$ cat src/rtl/prbs_pkg.sv
// prbs_pkg: shared state encoding, tap positions, seed and mode encodings for the PRBS source
package prbs_pkg;
  typedef enum logic [1:0] {IDLE, RUN, DONE} state_t;
  localparam int LFSR_W = 9;
  localparam logic MODE_PRBS7 = 1'b0;
  localparam logic MODE_PRBS9 = 1'b1;
  localparam int TAP7_A = 6;
  localparam int TAP7_B = 5;
  localparam int TAP9_A = 8;
  localparam int TAP9_B = 4;
  localparam logic [LFSR_W-1:0] SEED = '1;
  function automatic logic prbs_fb(input logic [LFSR_W-1:0] s, input logic m);
    return (m == MODE_PRBS9) ? s[TAP9_A] ^ s[TAP9_B] : s[TAP7_A] ^ s[TAP7_B];
  endfunction
endpackage

$ cat src/rtl/prbs_lfsr.sv
// prbs_lfsr: Fibonacci PRBS7/PRBS9 register; bit_out is the feedback that the next advance shifts in
module prbs_lfsr
  import prbs_pkg::*;
(
  input  logic clk,
  input  logic reset,
  input  logic mode,
  input  logic load,
  input  logic advance,
  output logic bit_out
);
  logic [LFSR_W-1:0] s;
  logic [LFSR_W-1:0] cur;
  // a load in the same cycle as an advance emits the first bit of the fresh seed
  always_comb begin
    cur = load ? SEED : s;
    bit_out = prbs_fb(cur, mode);
  end
  // shift toward the MSB with the feedback entering at bit 0
  always_ff @(posedge clk)
    if (reset) s <= SEED;
    else if (advance) s <= {cur[LFSR_W-2:0], bit_out};
    else if (load) s <= SEED;
endmodule

$ cat src/rtl/prbs_pattern_gen.sv
// prbs_pattern_gen: timed PRBS7/PRBS9 bit source with strobe, test window and single-bit error injection
module prbs_pattern_gen
  import prbs_pkg::*;
#(
  parameter int LEN_W = 10,
  parameter int DIV_W = 8
) (
  input  logic             clk,
  input  logic             reset,
  input  logic             start,
  input  logic             mode,
  input  logic [LEN_W-1:0] bit_len,
  input  logic [DIV_W-1:0] period,
  input  logic             inject,
  output logic             tx_bit,
  output logic             ref_bit,
  output logic             bit_strobe,
  output logic             window,
  output logic             busy,
  output logic             done
);
  state_t state, state_n;
  logic mode_q, pend, pend_n;
  logic [LEN_W-1:0] len_q, cnt, cnt_n;
  logic [DIV_W-1:0] per_q, div, div_n;
  logic accept, last, fin, adv, hold, lfsr_bit, tx_n, ref_n;
  prbs_lfsr u_lfsr (
    .clk    (clk),
    .reset  (reset),
    .mode   (state == IDLE ? mode : mode_q),
    .load   (accept),
    .advance(adv),
    .bit_out(lfsr_bit)
  );
  // next state: a bit boundary advances the LFSR; the boundary after the last bit ends the run
  always_comb begin
    accept = state == IDLE && start && bit_len != '0;
    last = state == RUN && div == per_q;
    fin = last && cnt == len_q;
    adv = accept || (last && !fin);
    hold = state == RUN && !last;
    state_n = accept ? RUN : fin ? DONE : state == RUN ? RUN : IDLE;
    div_n = hold ? div + DIV_W'(1) : '0;
    cnt_n = accept ? LEN_W'(1) : adv ? cnt + LEN_W'(1) : cnt;
    pend_n = hold && (pend || inject);
    ref_n = adv ? lfsr_bit : hold && ref_bit;
    tx_n = adv ? lfsr_bit ^ (last && (pend || inject)) : hold && tx_bit;
  end
  // state, counters, run parameters and registered outputs
  always_ff @(posedge clk)
    if (reset) begin
      state <= IDLE;
      div <= '0;
      cnt <= '0;
      pend <= 1'b0;
      mode_q <= 1'b0;
      len_q <= '0;
      per_q <= '0;
      tx_bit <= 1'b0;
      ref_bit <= 1'b0;
      bit_strobe <= 1'b0;
      window <= 1'b0;
      busy <= 1'b0;
      done <= 1'b0;
    end else begin
      state <= state_n;
      div <= div_n;
      cnt <= cnt_n;
      pend <= pend_n;
      if (accept) begin
        mode_q <= mode;
        len_q <= bit_len;
        per_q <= period;
      end
      tx_bit <= tx_n;
      ref_bit <= ref_n;
      bit_strobe <= adv;
      window <= state_n == RUN;
      busy <= state_n == RUN;
      done <= state_n == DONE;
    end
endmodule
$ cat config.mk
export PLATFORM = sky130hd
export DESIGN_NAME = prbs_pattern_gen
export DESIGN_NICKNAME = d
export VERILOG_FILES = /design/src/rtl/prbs_pkg.sv /design/src/rtl/prbs_lfsr.sv /design/src/rtl/prbs_pattern_gen.sv
export SDC_FILE = /design/constraint.sdc
export NUM_CORES = 1
export LEC_CHECK = 0
export BUFFER_PORTS_ARGS = -buffer_cell sky130_fd_sc_hd__buf_4
export CORE_ASPECT_RATIO = 0.5
export CORE_MARGIN = 3
export CORE_UTILIZATION = 59
export DETAILED_ROUTE_END_ITERATION = 6
export PLACE_DENSITY = 0.83
export SETUP_SLACK_MARGIN = 0.05
export SYNTH_ARGS = -nofsm -noshare
export SYNTH_HDL_FRONTEND = slang
export SYNTH_SLANG_ARGS = --single-unit
$ cat constraint.sdc
create_clock -name clk -period 3.9 [get_ports clk]
set_input_delay 0.585 -clock clk [delete_from_list [all_inputs] [get_ports clk]]
set_output_delay 0.585 -clock clk [all_outputs]
set_load 0.05 [all_outputs]
# Word-level counts from Yosys, hierarchy flattened
# Index checks and enable logic that the tools add are counted.
# Widths: inputs -> output; s select.
dict set report totals {
  elab_cells 55
  reg_bits 54
  in_bits 23
  output_inout_bits 6
}
dict set report op_classes {
  n_bitwise 4
  n_eq_ne 5
  add_sub_neg 2
  reduce_logical 19
  mux 11
}
# op n
set ops {}
lappend ops {{$mux 9} 2}
lappend ops {{$add 10x1->10 const B} 1}
lappend ops {{$eq 10x10->1} 1}
lappend ops {{$logic_and 1x1->1} 10}
lappend ops {{$reduce_bool 10->1} 1}
lappend ops {{$add 8x1->8 const B} 1}
lappend ops {{$eq 8x8->1} 1}
lappend ops {{$mux 1} 7}
lappend ops {{$eq 2x1->1 const B} 2}
lappend ops {{$mux 2} 2}
lappend ops {{$reduce_or 2->1} 2}
lappend ops {{$xor 1x1->1} 3}
lappend ops {{$eq 2x2->1 const B} 1}
lappend ops {{$logic_not 1->1} 2}
lappend ops {{$logic_not 2->1} 1}
lappend ops {{$logic_or 1x1->1} 2}
lappend ops {{$reduce_bool 2->1} 1}
lappend ops {{$not 1->1} 1}

# Longest topological paths before layout
# Gate-level depths: netlist of run 1.
dict set report depth {
  word_depth 8
  mapped_depth 9
  depth_no_buf 6
}

# Hierarchy
# Synthesis of run 1 repeated with hierarchy kept, for this count alone.
dict set report hier_totals {
  hier_cells 240
  hier_area_um2 2332.2
}
# module instances seq_area_each_um2 cells_each area_per_inst_um2
set by_module_without_submodules {}
lappend by_module_without_submodules {prbs_pattern_gen 1 900.9 205 1963.1}
lappend by_module_without_submodules {prbs_lfsr 1 180.2 35 369.1}

# Worst setup path after synthesis of run 1
# No wires, ideal clock.
dict set report synth_timing {
  path_type {input-to-reg}
  startpoint {input port bit_len[6]}
  endpoint {register cnt[7]}
  cell_stages 5
  t_arrival_ps 1872
  t_required_ps 3840
  n_path_buf 0
  setup_time_ps 60
  slack_ps 1967
  path_cell_list {nor4_2 a31oi_2 or2_1 or4_1 nand2_1}
}
dict set report synth_via {
  elab_chain_cells 3
  elab_cells_between_ends 4
  cone_classes {reduce/logical: 4}
}
# item line_no
set synth_lines {}
lappend synth_lines {{start, declared} prbs_pattern_gen.sv:12} ;# input logic [LEN_W-1:0] bit_len,
lappend synth_lines {{$reduce_bool 10->1 (*)} prbs_pattern_gen.sv:37} ;# accept = state == IDLE && start && bit_len != '0;
lappend synth_lines {{$logic_and 1x1->1 (*)} prbs_pattern_gen.sv:37}
lappend synth_lines {{$reduce_or 2->1 (no source line) or $logic_or 1x1->1 (tied branches)} -}
lappend synth_lines {{end signal, assigned} prbs_pattern_gen.sv:68} ;# cnt <= cnt_n;
lappend synth_lines {{end, declared} prbs_pattern_gen.sv:24} ;# logic [LEN_W-1:0] len_q, cnt, cnt_n;
# Mark *: on every way between the ends. The rest lies on a longest branch, timed or not.
# A chain may end at the register's enable or synchronous reset.

# Worst setup path in the final report of run 1
# Same ends and word-level chain as after synthesis.

==> results.toml, run 1 <==
[timing]
setup_viol = 0
clock_skew_ns = 0.00779
min_period_ns = 2.17
rsz0062_at_grt = "false"
max_freq_mhz = 461
holdWs_ns = 0.471
setup_ws_ns = 1.73
maxSlewHeadroom_pct = 57.8
hold_violations = 0
fin_tns_setup_ns = 0
finalCritPeriodShare_pct = 55.6
drv_slew = 0
worstMarginPinSlew_ns = 0.631

[drt]
routed_wl_um = 4580
wl_met1_um = 2200
drc_errors = 0
wl_per_cell_um = 14.2
top_layer = "met4"
drtPass1Iterations = 4
drt-initial-drc-count = 59
dr_wl_met2_um = 2190
vias = 1748
viasPerCell = 5.41
route.met3.wl_um = 138
ant_nets = 0

[synthesis]
synth_edf_count = 0
synth_top_family_by_area = "simple AND/OR/NAND/NOR gates"
synth.ff_latch_count = 54
seq_area_frac_synth_pct = 45.2
ys_warn_count = 0
synth_cell_types = 40
syn_area_um2 = 2390
yosys-top-cells-count = "dfxtp_1, nor2_1, mux2i_1, xnor2_1"
synth.most_common_cell = "dfxtp_1"
synth_compound_area_share_pct = 5.75
synthAdderAreaFrac_pct = 1.05
syn_inst = 247
yosys.area_share.simple_pct = 20.4
synth_top_flop_cell = "dfxtp_1"
synthXorXnorAreaFrac_pct = 10.6
syn_area_per_cell_um2 = 9.69
syn_nets = 272
synth.top_cell.area_share_pct = 45.2
muxShareOfSynthArea_pct = 12.6
ys_top_cells_by_area = "dfxtp_1, mux2i_1, nor2_1"
synth_top_cell_by_area = "dfxtp_1"
synth-async-reset-ratio_pct = 0

[floorplanning]
coreArea_um2 = 3660
io_pins = 29
num_rows = 15
die_area_um2 = 4900
die_w_um = 96.1
dieHeight_um = 51.0
initial_core_util_pct = 65.4

[critical_path]
crit_fanout = 11
r2r_slack_ns = 1.74
critPathLaunchType = "primary input"
crit_path_start = "bit_len[6]"
worstPathRequired_ns = 4.16
cp-end-kind = "register"
timing.rr.start = "cnt[2]$_SDFFE_PP0N_"
worstSetupEndpoint = "cnt[7]$_SDFFE_PP0N_"
reg2reg_depth = 6
crit_type = "in -> reg"
timing.rr.end = "cnt[8]$_SDFFE_PP0N_"
arrival_ns = 2.43

[clocking]
cts_setup_buffers = 0
htreeDepth = 2
cts_sinks = 54
worstSkewPairLatency_ns = 0.31
root_buffer = "clkbuf_8"
tritoncts.num_buffers = 5
cts_tree = "built"
cts_hold_buf = 0
cts.repair.resized = 0
clk_pin_slew_ns = 0.10
clk_path_buf_depth = 2

[global_routing]
gr-usage-all-layers_pct = 20.3
grt_pass1_wl_um = 7700
overflow = 0
antenna_found_initial = 0
grt_start_max_net_pins = 29
grt_pass1_vias = 1783

[power_and_ir_drop]
ir_drop_mv = 0.216
power.leakage_nw = 1.09
power_density_nw_per_um2 = 412

[place]
dp_slack_ns = 1.44
gp_congestion = 0.844
hpwl_um = 3230
io_buffers = 28
place_inst = 315

[flow_run]
maxCapViolations = 0

[min_path]
hold_class = "reg -> reg"
whs_path_depth = 2

[final_layout]
fin_cells = 323
n_antenna_cell = 0
finalNetCount = 296
layout-drive-gt1-share_pct = 16.5
area_growth_syn_to_layout_pct = 13.2

[outcome]
status = "completed"
-- metal layers --
layer	vias up	GRT usage, %
met3	7	5.15
li1	894	-
met5	-	0
met2	23	35.4
met4	0	6.60
met1	824	24.6
-- per-stage QoR --
| stage | util (%) | total power, mW | instance area, µm² |
|---|---|---|---|
| 6_report | 74.0 | 1.12 | 2710 |
| 4_1_cts | 74.0 | 1.12 | 2710 |
| 5_1_grt | 74.0 | 1.16 | 2710 |
| 2_1_floorplan | - | 0.718 | 2390 |
| 3_5_place_dp | 71.0 | 0.757 | 2600 |
| 3_3_place_gp | 71.0 | 0.751 | 2600 |
-- state kept, by name (all words and copies together), names as in the netlist, 2 cells and up --
name      count
cnt          10
len_q        10
u_lfsr.s      9
div           8
per_q         8
state         2
-- cells by family after synthesis --
group,count (synthesis)
xor gates and xnor gates,28
adders and majority gates,2
muxes,30
DFF,54
AOI/OAI and AO/OA,22
buffers and inverters,18
and+or+nand+nor,93
-- worst min-delay path by stage --
| stage | from | to | slack (ns) |
|---|---|---|---|
| after floorplan | u_lfsr.s[1]$_SDFF_PP1_ | u_lfsr.s[1]$_SDFF_PP1_ | 0.44 |
| after global placement | u_lfsr.s[2]$_SDFF_PP1_ | u_lfsr.s[3]$_SDFF_PP1_ | 0.45 |
| final | tx_bit$_SDFF_PP0_ | tx_bit$_SDFF_PP0_ | 0.47 |
| after detailed placement | tx_bit$_SDFF_PP0_ | tx_bit$_SDFF_PP0_ | 0.46 |
| after CTS | tx_bit$_SDFF_PP0_ | tx_bit$_SDFF_PP0_ | 0.47 |
| after global routing | ref_bit$_SDFF_PP0_ | ref_bit$_SDFF_PP0_ | 0.51 |
-- final cells by class --
class | count | area [µm²]
Clock buffer | 6 | 72.6
Clock inverter | 2 | 37.5
Fill cell | 272 | 952
Inverter | 6 | 22.5
Multi-Input combinational cell | 175 | 1210
Sequential cell | 54 | 1080
Tap cell | 51 | 63.8
Timing Repair Buffer | 29 | 218
-- critical path, stage by stage --
cell and delay (ns):
buf_4 0.12, nor4_2 0.42, a31oi_4 0.26, or2_1 0.41, or4_1 0.55, nand2_1 0.08
-- layout by cell type, fill, tap and decap left out, drive strengths merged, types with 2 or more instances in the layout --
cell type / count
dfxtp: 54
nor2: 40
mux2i: 30
buf: 29
xnor2: 14
xor2: 14
nand2: 13
nand3: 12
a21oi: 9
or3: 7
o21ai: 7
inv: 6
and3: 6
clkbuf: 6
nor4: 4
nand4: 3
ha: 2
a31oi: 2
-- report_power, final --
| group | total [mW] | switching, mW | internal [mW] |
|---|---|---|---|
| clock network | 0.371 | 0.179 | 0.192 |
| registers | 0.588 | 0.0161 | 0.572 |
| logic | 0.157 | 0.0887 | 0.0683 |
No activity file was read; power rests on OpenSTA's default activity.
==> run 2: changes to the inputs <==
CORE_UTILIZATION = 57   (was 59)
PLACE_DENSITY = 0.8   (was 0.83)
clock period = 2 ns   (was 3.9 ns; I/O delays follow)
==> run 2 against run 1 <==
Against the previous run: largest power group unchanged; register-to-register slack worse by 1.6 ns; clock-buffer cell count unchanged; worst hold slack worse by 0.24 ns; clock power up 70%; combinational power up 140%; first-iteration DRC count up 63%; worst setup slack worse by 1.6 ns; critical endpoint is now cnt[3]$_SDFFE_PP0N_.
==> results.toml, run 2 (synthesis results as in run 1) <==
[outcome]
status = "completed"

[drt]
drc_errors = 0
viasPerCell = 5.41
wl_per_cell_um = 14.4
vias = 1828
drtPass1Iterations = 4
ant_nets = 0
routed_wl_um = 4860
drt-initial-drc-count = 96

[timing]
clock_skew_ns = 0.00522
setup_ws_ns = 0.108
min_period_ns = 1.89
holdWs_ns = 0.228
maxSlewHeadroom_pct = 74.3
drv_slew = 0
worstMarginPinSlew_ns = 0.383
finalCritPeriodShare_pct = 94.6
fin_tns_setup_ns = 0
hold_violations = 0
rsz0062_at_grt = "true"
max_freq_mhz = 529
setup_viol = 0

[floorplanning]
dieHeight_um = 51.8
num_rows = 15
io_pins = 29
initial_core_util_pct = 64.4
coreArea_um2 = 3720
die_area_um2 = 5060
die_w_um = 97.6

[clocking]
htreeDepth = 2
tritoncts.num_buffers = 5
clk_pin_slew_ns = 0.10
clk_path_buf_depth = 2
root_buffer = "clkbuf_8"
cts_tree = "built"
worstSkewPairLatency_ns = 0.30
cts_sinks = 54

[place]
hpwl_um = 3480
io_buffers = 28
placed_cell_area_um2 = 2670
gp_congestion = 0.814
dp_slack_ns = 0.0128
place_inst = 325

[flow_run]
maxCapViolations = 0

[min_path]
holdPathEnd = "per_q[6]$_SDFFE_PP0P_"
whs_path_depth = 3
worstHoldStart = "period[6]"
hold_class = "in -> reg"

[power_and_ir_drop]
ir_drop_mv = 0.464
p_sw_mw = 0.584
power.leakage_nw = 1.15
p_clk_share_pct = 29.3
power_density_nw_per_um2 = 757
p_comb_share_pct = 17.4
p_int_mw = 1.57
p_seq_share_pct = 53.2
total_power_mw = 2.15
switching_share_pct = 27.1

[global_routing]
overflow = 0
antenna_found_initial = 0
grt_pass1_wl_um = 8010
gr-usage-all-layers_pct = 20.1
grt_start_max_net_pins = 29
grt_pass1_vias = 1743

[critical_path]
reg2reg_depth = 7
crit_fanout = 7
crit_type = "reg -> reg"
arrival_ns = 2.10
timing.rr.start = "cnt[8]$_SDFFE_PP0N_"
critPathLaunchType = "register"
cp-end-kind = "register"
timing.rr.end = "cnt[3]$_SDFFE_PP0N_"
r2r_slack_ns = 0.11
worstPathRequired_ns = 2.21

[final_layout]
area_growth_syn_to_layout_pct = 18.8
n_antenna_cell = 0
layout_common_cells = "dfxtp_1, buf_4, nor2_1"
layout-drive-gt1-share_pct = 23.0
finalNetCount = 311
utilization_pct = 76.5
final_common_cell = "dfxtp_1"
fin_area_um2 = 2840
fin_cells = 338
reg_top3 = "cnt (10), len_q (10), u_lfsr.s (9)"
## run 2: cell types whose count changed in the layout (fill, tap and decap cells not counted), sizes merged
cell / change
bufinv: -1
a21oi: +1
buf: +14
clkinv: +1
## run 2: per-layer routing
| layer | share of wire [%] | wire length, µm | track usage (%) |
|---|---|---|---|
| met4 | 1.0 | 50 | 6.90 |
| met3 | 3.8 | 183 | 5.22 |
| met5 | 0 | 0 | 0 |
| met1 | 47 | 2270 | 24.7 |
| met2 | 49 | 2360 | 35.1 |
## run 2: critical path: stages, from the launching register on
cell and delay (ns):
dfxtp_1 0.35, xor2_1 0.22, nor4_4 0.37, nand4_4 0.16, buf_4 0.17, a21oi_2 0.29
or3_1 0.17, a21oi_1 0.06
## run 2: what timing repair did
| item | in CTS | in global routing |
|---|---|---|
| hold buffers | 0 | 0 |
| resized for setup | 1 | 6 |
| pin swaps | 0 | 5 |
| endpoints found under the setup margin | 4 | 21 |
| buffers inserted | 0 | 4 |
| gates cloned | 0 | 1 |
## run 2: power by group through the flow
stage	Clock, mW	Sequential [mW]	Combinational (mW)
3_5_place_dp	0	1.17	0.334
3_3_place_gp	0	1.17	0.321
2_1_floorplan	0	1.18	0.219
4_1_cts	0.637	1.14	0.342
5_1_grt	0.695	1.15	0.403
6_report	0.631	1.14	0.375
## run 2: worst max path at each step
stage                                startpoint             endpoint  slack, ns  cells after the start
final                       cnt[8]$_SDFFE_PP0N_  cnt[3]$_SDFFE_PP0N_       0.11                      7
after floorplan             cnt[2]$_SDFFE_PP0N_  cnt[1]$_SDFFE_PP0N_       0.23                      8
after global placement    len_q[4]$_SDFFE_PP0P_  cnt[7]$_SDFFE_PP0N_       0.15                      7
after CTS                   cnt[9]$_SDFFE_PP0N_  state[0]$_SDFF_PP0_       0.08                      7
after detailed placement    cnt[9]$_SDFFE_PP0N_  cnt[1]$_SDFFE_PP0N_       0.01                      6
after global routing          div[1]$_SDFF_PP0_  cnt[4]$_SDFFE_PP0N_       0.04                      7
## run 2: cell type report
class | count | area, µm²
Clock inverter | 2 | 12.5
Timing Repair Buffer | 43 | 323
Tap cell | 51 | 63.8
Clock buffer | 6 | 82.6
Sequential cell | 54 | 1080
Multi-Input combinational cell | 176 | 1260
Fill cell | 271 | 873
Inverter | 6 | 22.5
